===== src/rtl/fir_filt_mc_if.sv =====
// fir_filt_mc_if: sample, coefficient and shift ports of fir_filt_mc.
// sat_flag is present only when FIR_SAT_EN is defined.
interface fir_filt_mc_if #(
    parameter int SIG_W  = 12,
    parameter int COEF_W = 18,
    parameter int NTAPS  = 16,
    parameter int NCH    = 2,
    parameter int MAX_SH = 32
);
    localparam int AW   = $clog2(NTAPS);
    localparam int SH_W = $clog2(MAX_SH);

    logic                   flush;
    logic [AW-1:0]          coef_addr;
    logic [COEF_W-1:0]      coef_wdata;
    logic                   coef_we;
    logic                   coef_ack;
    logic [COEF_W-1:0]      coef_rdata;
    logic [SH_W-1:0]        shift_i;
    logic                   shift_we;
    logic [SH_W-1:0]        shift_q;
    logic                   in_valid;
    logic [NCH*SIG_W-1:0]   in_data;
    logic                   out_valid;
    logic [NCH*SIG_W-1:0]   out_data;
    logic                   busy;
    logic                   overrun;
`ifdef FIR_SAT_EN
    logic                   sat_flag;
`endif

    modport slave (
        input  flush, coef_addr, coef_wdata, coef_we,
        input  shift_i, shift_we, in_valid, in_data,
        output coef_ack, coef_rdata, shift_q,
        output out_valid, out_data, busy, overrun
`ifdef FIR_SAT_EN
        , output sat_flag
`endif
    );

    modport master (
        output flush, coef_addr, coef_wdata, coef_we,
        output shift_i, shift_we, in_valid, in_data,
        input  coef_ack, coef_rdata, shift_q,
        input  out_valid, out_data, busy, overrun
`ifdef FIR_SAT_EN
        , input sat_flag
`endif
    );
endinterface


===== src/rtl/fir_filt_mc.sv =====
// fir_filt_mc: multi-channel decimating FIR on one shared multiplier.
// FIR_SAT_EN selects saturating outputs plus sat_flag; default wraps.
module fir_filt_mc #(
    parameter int SIG_W  = 12,
    parameter int COEF_W = 18,
    parameter int NTAPS  = 16,
    parameter int NCH    = 2,
    parameter int ACC_W  = 40,
    parameter int DECIM  = 1,
    parameter int MAX_SH = 32
) (
    input  logic          clk,
    input  logic          rst,
    fir_filt_mc_if.slave  bus
);
    localparam int AW   = $clog2(NTAPS);
    localparam int SH_W = $clog2(MAX_SH);
    localparam int CW   = (NCH > 1) ? $clog2(NCH) : 1;
    localparam int DW   = (DECIM > 1) ? $clog2(DECIM) : 1;
    localparam int PW   = SIG_W + COEF_W;

    typedef enum logic [1:0] {S_IDLE, S_MAC, S_DRAIN, S_OUT} state_t;
    state_t r_state, w_nstate;

    logic signed [COEF_W-1:0] r_coef [NTAPS];
    logic signed [SIG_W-1:0]  r_dl   [NCH][NTAPS];
    logic signed [ACC_W-1:0]  r_acc  [NCH];
    logic signed [PW-1:0]     r_prod;
    logic [CW-1:0]            r_ch, r_pch;
    logic [AW-1:0]            r_tap;
    logic                     r_pvld, r_pfirst, r_drn;
    logic [DW-1:0]            r_dcnt;
    logic [SH_W-1:0]          r_sh;
    logic [COEF_W-1:0]        r_rdata;
    logic                     r_ack, r_ovr, r_ovld;
    logic [NCH*SIG_W-1:0]     r_out;

    logic                     w_take, w_drop, w_cwr, w_swr, w_mac_last;
    logic signed [PW-1:0]     w_prod;
    logic signed [ACC_W-1:0]  w_pext, w_half;
    logic signed [ACC_W-1:0]  w_sum [NCH];
    logic [NCH*SIG_W-1:0]     w_out;
`ifdef FIR_SAT_EN
    localparam logic signed [ACC_W-1:0] SMAX =
        {{(ACC_W-SIG_W+1){1'b0}}, {(SIG_W-1){1'b1}}};
    localparam logic signed [ACC_W-1:0] SMIN =
        {{(ACC_W-SIG_W+1){1'b1}}, {(SIG_W-1){1'b0}}};
    logic signed [ACC_W-1:0]  w_r [NCH];
    logic [NCH-1:0]           w_clip;
    logic                     r_sat;
`endif

    always_ff @(posedge clk) begin
        if (rst) r_state <= S_IDLE;
        else     r_state <= w_nstate;
    end

    always_comb begin
        w_nstate   = r_state;
        w_take     = 1'b0;
        w_drop     = 1'b0;
        w_cwr      = 1'b0;
        w_swr      = 1'b0;
        w_mac_last = (r_ch == CW'(NCH-1)) && (r_tap == AW'(NTAPS-1));
        unique case (r_state)
            S_IDLE: begin
                w_take = bus.in_valid;
                w_cwr  = bus.coef_we && !bus.in_valid && !r_ack;
                w_swr  = bus.shift_we;
                if (bus.in_valid && r_dcnt == DW'(DECIM-1))
                    w_nstate = S_MAC;
            end
            S_MAC: begin
                w_drop = bus.in_valid;
                if (w_mac_last) w_nstate = S_DRAIN;
            end
            S_DRAIN: begin
                w_drop = bus.in_valid;
                if (r_drn) w_nstate = S_OUT;
            end
            S_OUT: begin
                w_drop   = bus.in_valid;
                w_nstate = S_IDLE;
            end
            default: w_nstate = S_IDLE;
        endcase
        if (bus.flush) begin
            w_nstate = S_IDLE;
            w_take   = 1'b0;
            w_drop   = 1'b0;
            w_cwr    = 1'b0;
            w_swr    = 1'b0;
        end
    end

    assign w_prod = PW'(r_dl[r_ch][r_tap]) * PW'(r_coef[r_tap]);
    assign w_pext = ACC_W'(r_prod);
    assign w_half = (r_sh == '0) ? '0 : (ACC_W'(1) <<< (r_sh - 1'b1));

    // Round half up, then narrow each channel to SIG_W.
    always_comb begin
        w_out = '0;
`ifdef FIR_SAT_EN
        w_clip = '0;
`endif
        for (int c = 0; c < NCH; c++) begin
            w_sum[c] = r_acc[c] + w_half;
`ifdef FIR_SAT_EN
            w_r[c] = w_sum[c] >>> r_sh;
            if (w_r[c] > SMAX) begin
                w_out[c*SIG_W +: SIG_W] = SMAX[SIG_W-1:0];
                w_clip[c] = 1'b1;
            end else if (w_r[c] < SMIN) begin
                w_out[c*SIG_W +: SIG_W] = SMIN[SIG_W-1:0];
                w_clip[c] = 1'b1;
            end else begin
                w_out[c*SIG_W +: SIG_W] = w_r[c][SIG_W-1:0];
            end
`else
            w_out[c*SIG_W +: SIG_W] = SIG_W'(w_sum[c] >>> r_sh);
`endif
        end
    end

    always_ff @(posedge clk) begin
        if (rst || bus.flush) begin
            r_ch     <= '0;
            r_tap    <= '0;
            r_pch    <= '0;
            r_prod   <= '0;
            r_pvld   <= 1'b0;
            r_pfirst <= 1'b0;
            r_drn    <= 1'b0;
            r_dcnt   <= '0;
            r_ovr    <= 1'b0;
            r_ovld   <= 1'b0;
            r_out    <= '0;
`ifdef FIR_SAT_EN
            r_sat    <= 1'b0;
`endif
            for (int c = 0; c < NCH; c++) begin
                r_acc[c] <= '0;
                for (int t = 0; t < NTAPS; t++) r_dl[c][t] <= '0;
            end
        end else begin
            r_pvld <= 1'b0;
            r_ovld <= 1'b0;
`ifdef FIR_SAT_EN
            r_sat  <= 1'b0;
`endif
            if (w_take) begin
                for (int c = 0; c < NCH; c++) begin
                    r_dl[c][0] <= bus.in_data[c*SIG_W +: SIG_W];
                    for (int t = 1; t < NTAPS; t++)
                        r_dl[c][t] <= r_dl[c][t-1];
                end
                r_dcnt <= (r_dcnt == DW'(DECIM-1)) ? '0 : r_dcnt + 1'b1;
            end
            if (w_drop) r_ovr <= 1'b1;
            if (r_state == S_MAC) begin
                r_prod   <= w_prod;
                r_pvld   <= 1'b1;
                r_pch    <= r_ch;
                r_pfirst <= (r_tap == '0);
                if (r_tap == AW'(NTAPS-1)) begin
                    r_tap <= '0;
                    r_ch  <= (r_ch == CW'(NCH-1)) ? '0 : r_ch + 1'b1;
                end else begin
                    r_tap <= r_tap + 1'b1;
                end
            end
            r_drn <= (r_state == S_DRAIN) && !r_drn;
            // First tap of a channel restarts its accumulator.
            if (r_pvld)
                r_acc[r_pch] <= r_pfirst ? w_pext : r_acc[r_pch] + w_pext;
            if (r_state == S_OUT) begin
                r_out  <= w_out;
                r_ovld <= 1'b1;
`ifdef FIR_SAT_EN
                r_sat  <= |w_clip;
`endif
            end
        end
    end

    always_ff @(posedge clk) begin
        if (rst) begin
            for (int t = 0; t < NTAPS; t++)
                r_coef[t] <= (t == 0) ? COEF_W'(1) : '0;
            r_sh    <= '0;
            r_ack   <= 1'b0;
            r_rdata <= '0;
        end else begin
            r_ack   <= w_cwr;
            if (w_cwr) r_coef[bus.coef_addr] <= bus.coef_wdata;
            if (w_swr) r_sh <= bus.shift_i;
            r_rdata <= r_coef[bus.coef_addr];
        end
    end

    assign bus.coef_ack   = r_ack;
    assign bus.coef_rdata = r_rdata;
    assign bus.shift_q    = r_sh;
    assign bus.out_valid  = r_ovld;
    assign bus.out_data   = r_out;
    assign bus.busy       = (r_state != S_IDLE);
    assign bus.overrun    = r_ovr;
`ifdef FIR_SAT_EN
    assign bus.sat_flag   = r_sat;
`endif
endmodule

===== src/flat_wrapper.sv =====
// flat-port wrapper written by rule: the top's interface ports become plain ports
module fir_filt_mc_flat 
#(
    parameter int SIG_W  = 12,
    parameter int COEF_W = 18,
    parameter int NTAPS  = 16,
    parameter int NCH    = 2,
    parameter int ACC_W  = 40,
    parameter int DECIM  = 1,
    parameter int MAX_SH = 32
)
  (clk, rst, bus_flush, bus_coef_addr, bus_coef_wdata, bus_coef_we, bus_shift_i, bus_shift_we, bus_in_valid, bus_in_data, bus_coef_ack, bus_coef_rdata, bus_shift_q, bus_out_valid, bus_out_data, bus_busy, bus_overrun);
  fir_filt_mc_if #(.SIG_W(SIG_W), .COEF_W(COEF_W), .NTAPS(NTAPS), .NCH(NCH), .MAX_SH(MAX_SH)) bus_i ();
  input  logic clk;
  input  logic rst;
  input wire logic [$bits(bus_i.flush)-1:0] bus_flush;
  input wire logic [$bits(bus_i.coef_addr)-1:0] bus_coef_addr;
  input wire logic [$bits(bus_i.coef_wdata)-1:0] bus_coef_wdata;
  input wire logic [$bits(bus_i.coef_we)-1:0] bus_coef_we;
  input wire logic [$bits(bus_i.shift_i)-1:0] bus_shift_i;
  input wire logic [$bits(bus_i.shift_we)-1:0] bus_shift_we;
  input wire logic [$bits(bus_i.in_valid)-1:0] bus_in_valid;
  input wire logic [$bits(bus_i.in_data)-1:0] bus_in_data;
  output wire logic [$bits(bus_i.coef_ack)-1:0] bus_coef_ack;
  output wire logic [$bits(bus_i.coef_rdata)-1:0] bus_coef_rdata;
  output wire logic [$bits(bus_i.shift_q)-1:0] bus_shift_q;
  output wire logic [$bits(bus_i.out_valid)-1:0] bus_out_valid;
  output wire logic [$bits(bus_i.out_data)-1:0] bus_out_data;
  output wire logic [$bits(bus_i.busy)-1:0] bus_busy;
  output wire logic [$bits(bus_i.overrun)-1:0] bus_overrun;
  assign bus_i.flush = bus_flush;
  assign bus_i.coef_addr = bus_coef_addr;
  assign bus_i.coef_wdata = bus_coef_wdata;
  assign bus_i.coef_we = bus_coef_we;
  assign bus_i.shift_i = bus_shift_i;
  assign bus_i.shift_we = bus_shift_we;
  assign bus_i.in_valid = bus_in_valid;
  assign bus_i.in_data = bus_in_data;
  assign bus_coef_ack = bus_i.coef_ack;
  assign bus_coef_rdata = bus_i.coef_rdata;
  assign bus_shift_q = bus_i.shift_q;
  assign bus_out_valid = bus_i.out_valid;
  assign bus_out_data = bus_i.out_data;
  assign bus_busy = bus_i.busy;
  assign bus_overrun = bus_i.overrun;
  fir_filt_mc #(.SIG_W(SIG_W), .COEF_W(COEF_W), .NTAPS(NTAPS), .NCH(NCH), .ACC_W(ACC_W), .DECIM(DECIM), .MAX_SH(MAX_SH)) u_core (.clk(clk), .rst(rst), .bus(bus_i));
endmodule

===== config.mk =====
export PLATFORM = sky130hd
export DESIGN_NAME = fir_filt_mc_flat
export DESIGN_NICKNAME = d
export VERILOG_FILES = /design/src/rtl/fir_filt_mc_if.sv /design/src/rtl/fir_filt_mc.sv /design/src/flat_wrapper.sv
export SDC_FILE = /design/constraint.sdc
export NUM_CORES = 2
export LEC_CHECK = 0
export CORE_ASPECT_RATIO = 0.6
export CORE_UTILIZATION = 45
export CTS_CLUSTER_DIAMETER = 40
export CTS_CLUSTER_SIZE = 24
export DETAILED_ROUTE_END_ITERATION = 16
export PLACE_DENSITY = 0.63
export SYNTH_ARGS = -nofsm -noshare
export SYNTH_HDL_FRONTEND = slang
export SYNTH_SLANG_ARGS = --single-unit
export TNS_END_PERCENT = 30

===== constraint.sdc =====
create_clock -name clk -period 16.65 [get_ports clk]
set_input_delay 2.4975 -clock clk [delete_from_list [all_inputs] [get_ports clk]]
set_output_delay 2.4975 -clock clk [all_outputs]
set_load 0.05 [all_outputs]

Word level (Yosys, flattened, before mapping) --
Memory sizes are Yosys's and may differ from the RTL's. A register that Yosys moved wholly into a read port is not among the register bits. Cells that the tools add are included. W data, S select, Z words.
Cells by class: $add $sub $neg 7, multiply operators 1, $lt $le $gt $ge 1, eq/ne operators 7, shifts and indexed selects 3, multiplexer cells 79, bitwise operators 34, reduce and logical (&&, ||, !) cells 19
Operators with widths (number):
- $mux W12 | 34
- $mux W40 | 3
- $add A40 B40 Y40 | 2
- $sshr A40 B5 Y12 | 2
- $bmux W12 S4 | 1
- $add A40 B30 Y40 | 1
- $reduce_or A40 Y1 | 1
- $sshl A1 B5 Y40 const A | 1
- $mux W1 | 32
- $or A1 B1 Y1 | 32
- $mul A12 B18 Y30 | 1
- $mux W18 | 1
- $reduce_or A18 Y1 | 1
- $mux W4 | 4
- $pmux W2 S4 | 1
- $mux W2 | 3
- $ne A2 B1 Y1 const B | 3
- $ge A5 B5 Y1 const B | 1
- $logic_and A1 B1 Y1 | 5
- $logic_not A5 Y1 | 1
- $not A4 Y5 | 1
- $sub A5 B1 Y5 const B | 1
- $add A4 B1 Y4 const B | 1
- $eq A2 B2 Y1 const B | 2
- other kinds (13) | 16
Storage, ports and cells: flip-flop bits (word level) 74, RAM bits 752, output and inout bits 51, memories kept 3
Memories:
- u_core.r_dl | words 2, bits a word 192, read ports 3, clocked after memory_dff 1, write ports 2, line fir_filt_mc.sv:26 | logic signed [SIG_W-1:0] r_dl [NCH][NTAPS];
- u_core.r_coef | words 16, bits a word 18, read ports 2, clocked after memory_dff 2, write ports 16, line fir_filt_mc.sv:25 | logic signed [COEF_W-1:0] r_coef [NTAPS];
- u_core.r_acc | words 2, bits a word 40, read ports 3, clocked after memory_dff 1, write ports 2, line fir_filt_mc.sv:27 | logic signed [ACC_W-1:0] r_acc [NCH];

Longest topological paths before layout --
depth in word-level cells 10, gate-level depth with buffers 31, gate-level depth less buffers 27

Least setup slack after synthesis --
Ideal clock, no wire load.
path kind input to register, from input port bus_flush, to memory u_core.r_dl[0][0] (netlist name) (enable), data arrival time 9.380 ns, required time 13.858 ns, setup slack 4.478 ns, stages 4, buffers on the path 2, cell sequence nor2_1 clkbuf_1 clkbuf_1 nand2_1
RTL lines:
- from (decl) | line flat_wrapper.sv:16 | input wire logic [$bits(bus_i.flush)-1:0] bus_flush;
- to (decl) | line fir_filt_mc.sv:26

==> flow_summary.toml <==
[outcome]
status = "finished, violations left"
failed_checks = "max-capacitance violations, max-slew violations"

[synthesis]
syn_area_per_cell_sq_um = 11.7
netlist_instances = 4897
synth_adder_area_share_pct = 10.8
yosysSeqAreaShare_pct = 42.7
synthFlopType = "edfxtp_1"
syn_nets = 5330
yosysTopAreaCell = "edfxtp_1"
synthesis.area_sq_um = 57400
synth_seq_cells = 849
ys_types = 101
synth_top_family_by_area = "simple AND/OR/NAND/NOR gates"
synth-compound-area-share_pct = 8.94
synthArstFlopShare_pct = 0
yosysWarnings = 0
synth.top_cells.by_area = "edfxtp_1 39%, mux4_2 12%, and2_1 7.8%"
synth_edf_count = 752
synthSimpleGateAreaFrac_pct = 16.0
synthXorXnorAreaFrac_pct = 1.94
yosysMostFrequentCell = "edfxtp_1"
synth_mux_area_share_pct = 15.5
synth.top_cell.area_share_pct = 39.4
netlist_top_cells_count = "752 x edfxtp_1, 716 x and2_1, 323 x nor2_1"

[worst_setup_path]
cp_common_cell = "fa_1"
critPathMaxFanout = 51
cp_cell_sequence = "buf_4 > mux4_2 > mux4_2 > mux2_2 > and2_1 > fa_1 > inv_1 > fa_1 > fa_1 > inv_1 > fa_1 > inv_1 > fa_1 > inv_1 > ha_1 > or4_1 > o211a_1 > o21ai_0 > o211a_1 > nor3_1 > a211oi_1 > a21oi_1 > a21oi_1 > mux2i_1"
slowest_stage = "dfxtp_4"
critPathRequiredTime_ns = 17.31
worstSetupPathType = "reg -> reg"
end_kind = "flip-flop"
ff2ff_setup_slack_ns = 7.33
crit_arrival_ns = 9.97
slowest_delay_ns = 0.94
r2r-end = "u_core.r_prod[29]$_SDFFE_PP0P_"
reg2reg_depth = 24
startpoint_type = "flip-flop"

[placement]
port_buffers = 107
pre_cts_slack_ns = 7.26
gp_congestion = 1.01
place_hpwl_um = 115000
placed_area_sq_um = 60000

[route]
vias = 40200
drc = 0
drt_wl_total_um = 166000
wire_per_inst_um = 25.0
ant_nets = 0
via_per_inst = 6.04
first_pass_iters = 6
drt_first_iter_violations = 4608

[timing]
fin_ws_ns = 7.33
clock_skew_ns = 0.0711
timing.hold.ws_ns = 0.474
fin_setup_tns_ns = 0
worstMarginPinSlew_ns = 1.57
relSlewSlack_pct = -5.93
fin_crit_sh_pct = 56.0
hold_viol = 0
drv_slew = 5
max_freq_ghz = 0.107
rsz0062_at_grt = "false"
setup_viol = 0
finalCriticalPeriod_ns = 9.32

[clock_network]
postCtsSetupBuffers = 0
h-tree-depth = 3
cts_resized = 0
clk_pin_slew_ns = 0.07
clk_latency_ns = 0.74
hold_buffers = 0
cts_made_buffers = 98
cts_tree = "built"
cts-root-buf = "clkbuf_16"
numClockSinks = 849
clockBufferDepth = 3

[hold_path]
hold_path_depth = 2
min_to = "u_core.bus.overrun$_SDFFE_PP0P_"
worstHoldPathType = "reg -> reg"
hold_path.startpoint = "u_core.bus.overrun$_SDFFE_PP0P_"

[global_route]
antenna_found_initial = 12
track_usage_pct = 25.7
grt_max_degree = 302
first_global_vias = 38400
overflow = 0
grt_pass1_wl_um = 250000

[cells_and_area]
final_area_sq_um = 63400
fin_util_pct = 50.1
nFillCells = 11000
seqCellArea_sq_um = 24600
multi_input_area_sq_um = 30600
area_growth_pct = 10.5
drive_above_1_share_pct = 14.4
nNetsFinal = 5295

[floorplan]
start_util_pct = 45.4
die_x_um = 463
placementRows = 101
die_area_sq_um = 129000
die_h_um = 279
core_area_sq_um = 126000
io_pins = 108

[pwr]
p_leak_nw = 24.9
ir_drop_uv = 80.5
powerDensity_nw_per_um2 = 88.4

[flow_run]
drv_cap = 1
## final cells by class
class                   count  share of cell area (%)
diodes                      2                 0.00789
clock buffers             112                    4.02
clock inverters            73                    1.29
inverters                 290                    1.72
multi-input cells        3442                    48.3
flip-flops and latches    849                    38.7
well taps                1699                    3.35
repair buffers            181                    2.58
## cells in the final DEF, fill, tap and decap left out, drive strengths merged, types with 15 or more instances in the layout
cell	netlist	final
o21a	32	32
a31oi	25	25
clkinv	3	35
mux4	318	318
o211ai	31	31
inv	287	309
nand3	44	44
nand4	17	17
nand2b	41	41
o31ai	17	17
nor2	324	324
and2	721	721
a21o	64	64
mux2i	105	105
buf	71	78
dfxtp	97	97
fa	201	201
and3	33	33
mux2	62	62
a211oi	50	50
or2	29	29
nor3	70	70
xor2	45	45
nand2	278	278
ha	175	175
o21bai	24	24
clkdlybuf4s50	0	103
a21oi	183	183
a221oi	15	15
o21ai	114	114
xnor2	82	82
clkbuf	245	112
o221ai	15	15
edfxtp	752	752
nor2b	92	92
## cell families after synthesis
family | count (synthesis)
buffers and inverters | 606
multiplexers | 485
XOR/XNOR | 127
flip-flops | 849
adder cells (fa/ha/maj) | 376
AO/OA/AOI/OAI | 738
AND/OR/NAND/NOR | 1716
## power breakdown
group          total [mW]  internal [mW]  switching (mW)
clock network        2.24           1.25           0.989
registers            2.47           2.41          0.0627
logic               0.903          0.355           0.548
total                5.61           4.01            1.60
## metal layers
layer	GRT usage [%]	routed length [um]	vias up
li1	-	-	17800
met1	40.3	79400	20300
met2	33.1	64400	1814
met3	9.11	18900	232
met4	5.76	3540	14
met5	0	90	-
## state kept, by name, summed over array words and instances (netlist names), 2 cells and up, named ones only
| signal | cells |
|---|---|
| u_core.bus.coef_rdata | 18 |
| u_core.r_tap | 4 |
| u_core.bus.shift_q | 5 |
| u_core.bus.out_data | 24 |
| u_core.r_dl | 384 |
| u_core.r_prod | 30 |
| u_core.r_acc | 80 |
| u_core.r_coef | 288 |
| u_core.r_state | 2 |
## per-stage QoR
step                      total power, mW  instances
final                                5.61       6648
after global routing                 5.82       6647
after CTS                            5.63       6646
after detailed placement             3.40       6461
after global placement               3.39       6461
after floorplan                      3.13       4897
## critical path, delay by kind of cell, from the launching register on
kind / cells / cell delay [ns]
muxes: 4 / 1.73
buffers and inverters: 5 / 1.08
adders and majority gates: 6 / 2.69
and+or+nand+nor: 3 / 0.79
AOI/OAI and AO/OA: 6 / 1.88
DFF: 1 / 0.94
## how the worst max path moves through the flow
| stage | start | to |
|---|---|---|
| global placement | flip-flop | u_core.r_prod[29]$_SDFFE_PP0P_ |
| CTS | flip-flop | u_core.r_prod[29]$_SDFFE_PP0P_ |
| detailed placement | flip-flop | u_core.r_prod[29]$_SDFFE_PP0P_ |
| floorplan | bus_flush | u_core.r_dl[0][0]$_SDFFCE_PN0P_ |
| global route | flip-flop | u_core.r_prod[29]$_SDFFE_PP0P_ |
| finish | flip-flop | u_core.r_prod[29]$_SDFFE_PP0P_ |
Note: power is estimated with default switching activity, not from simulation.
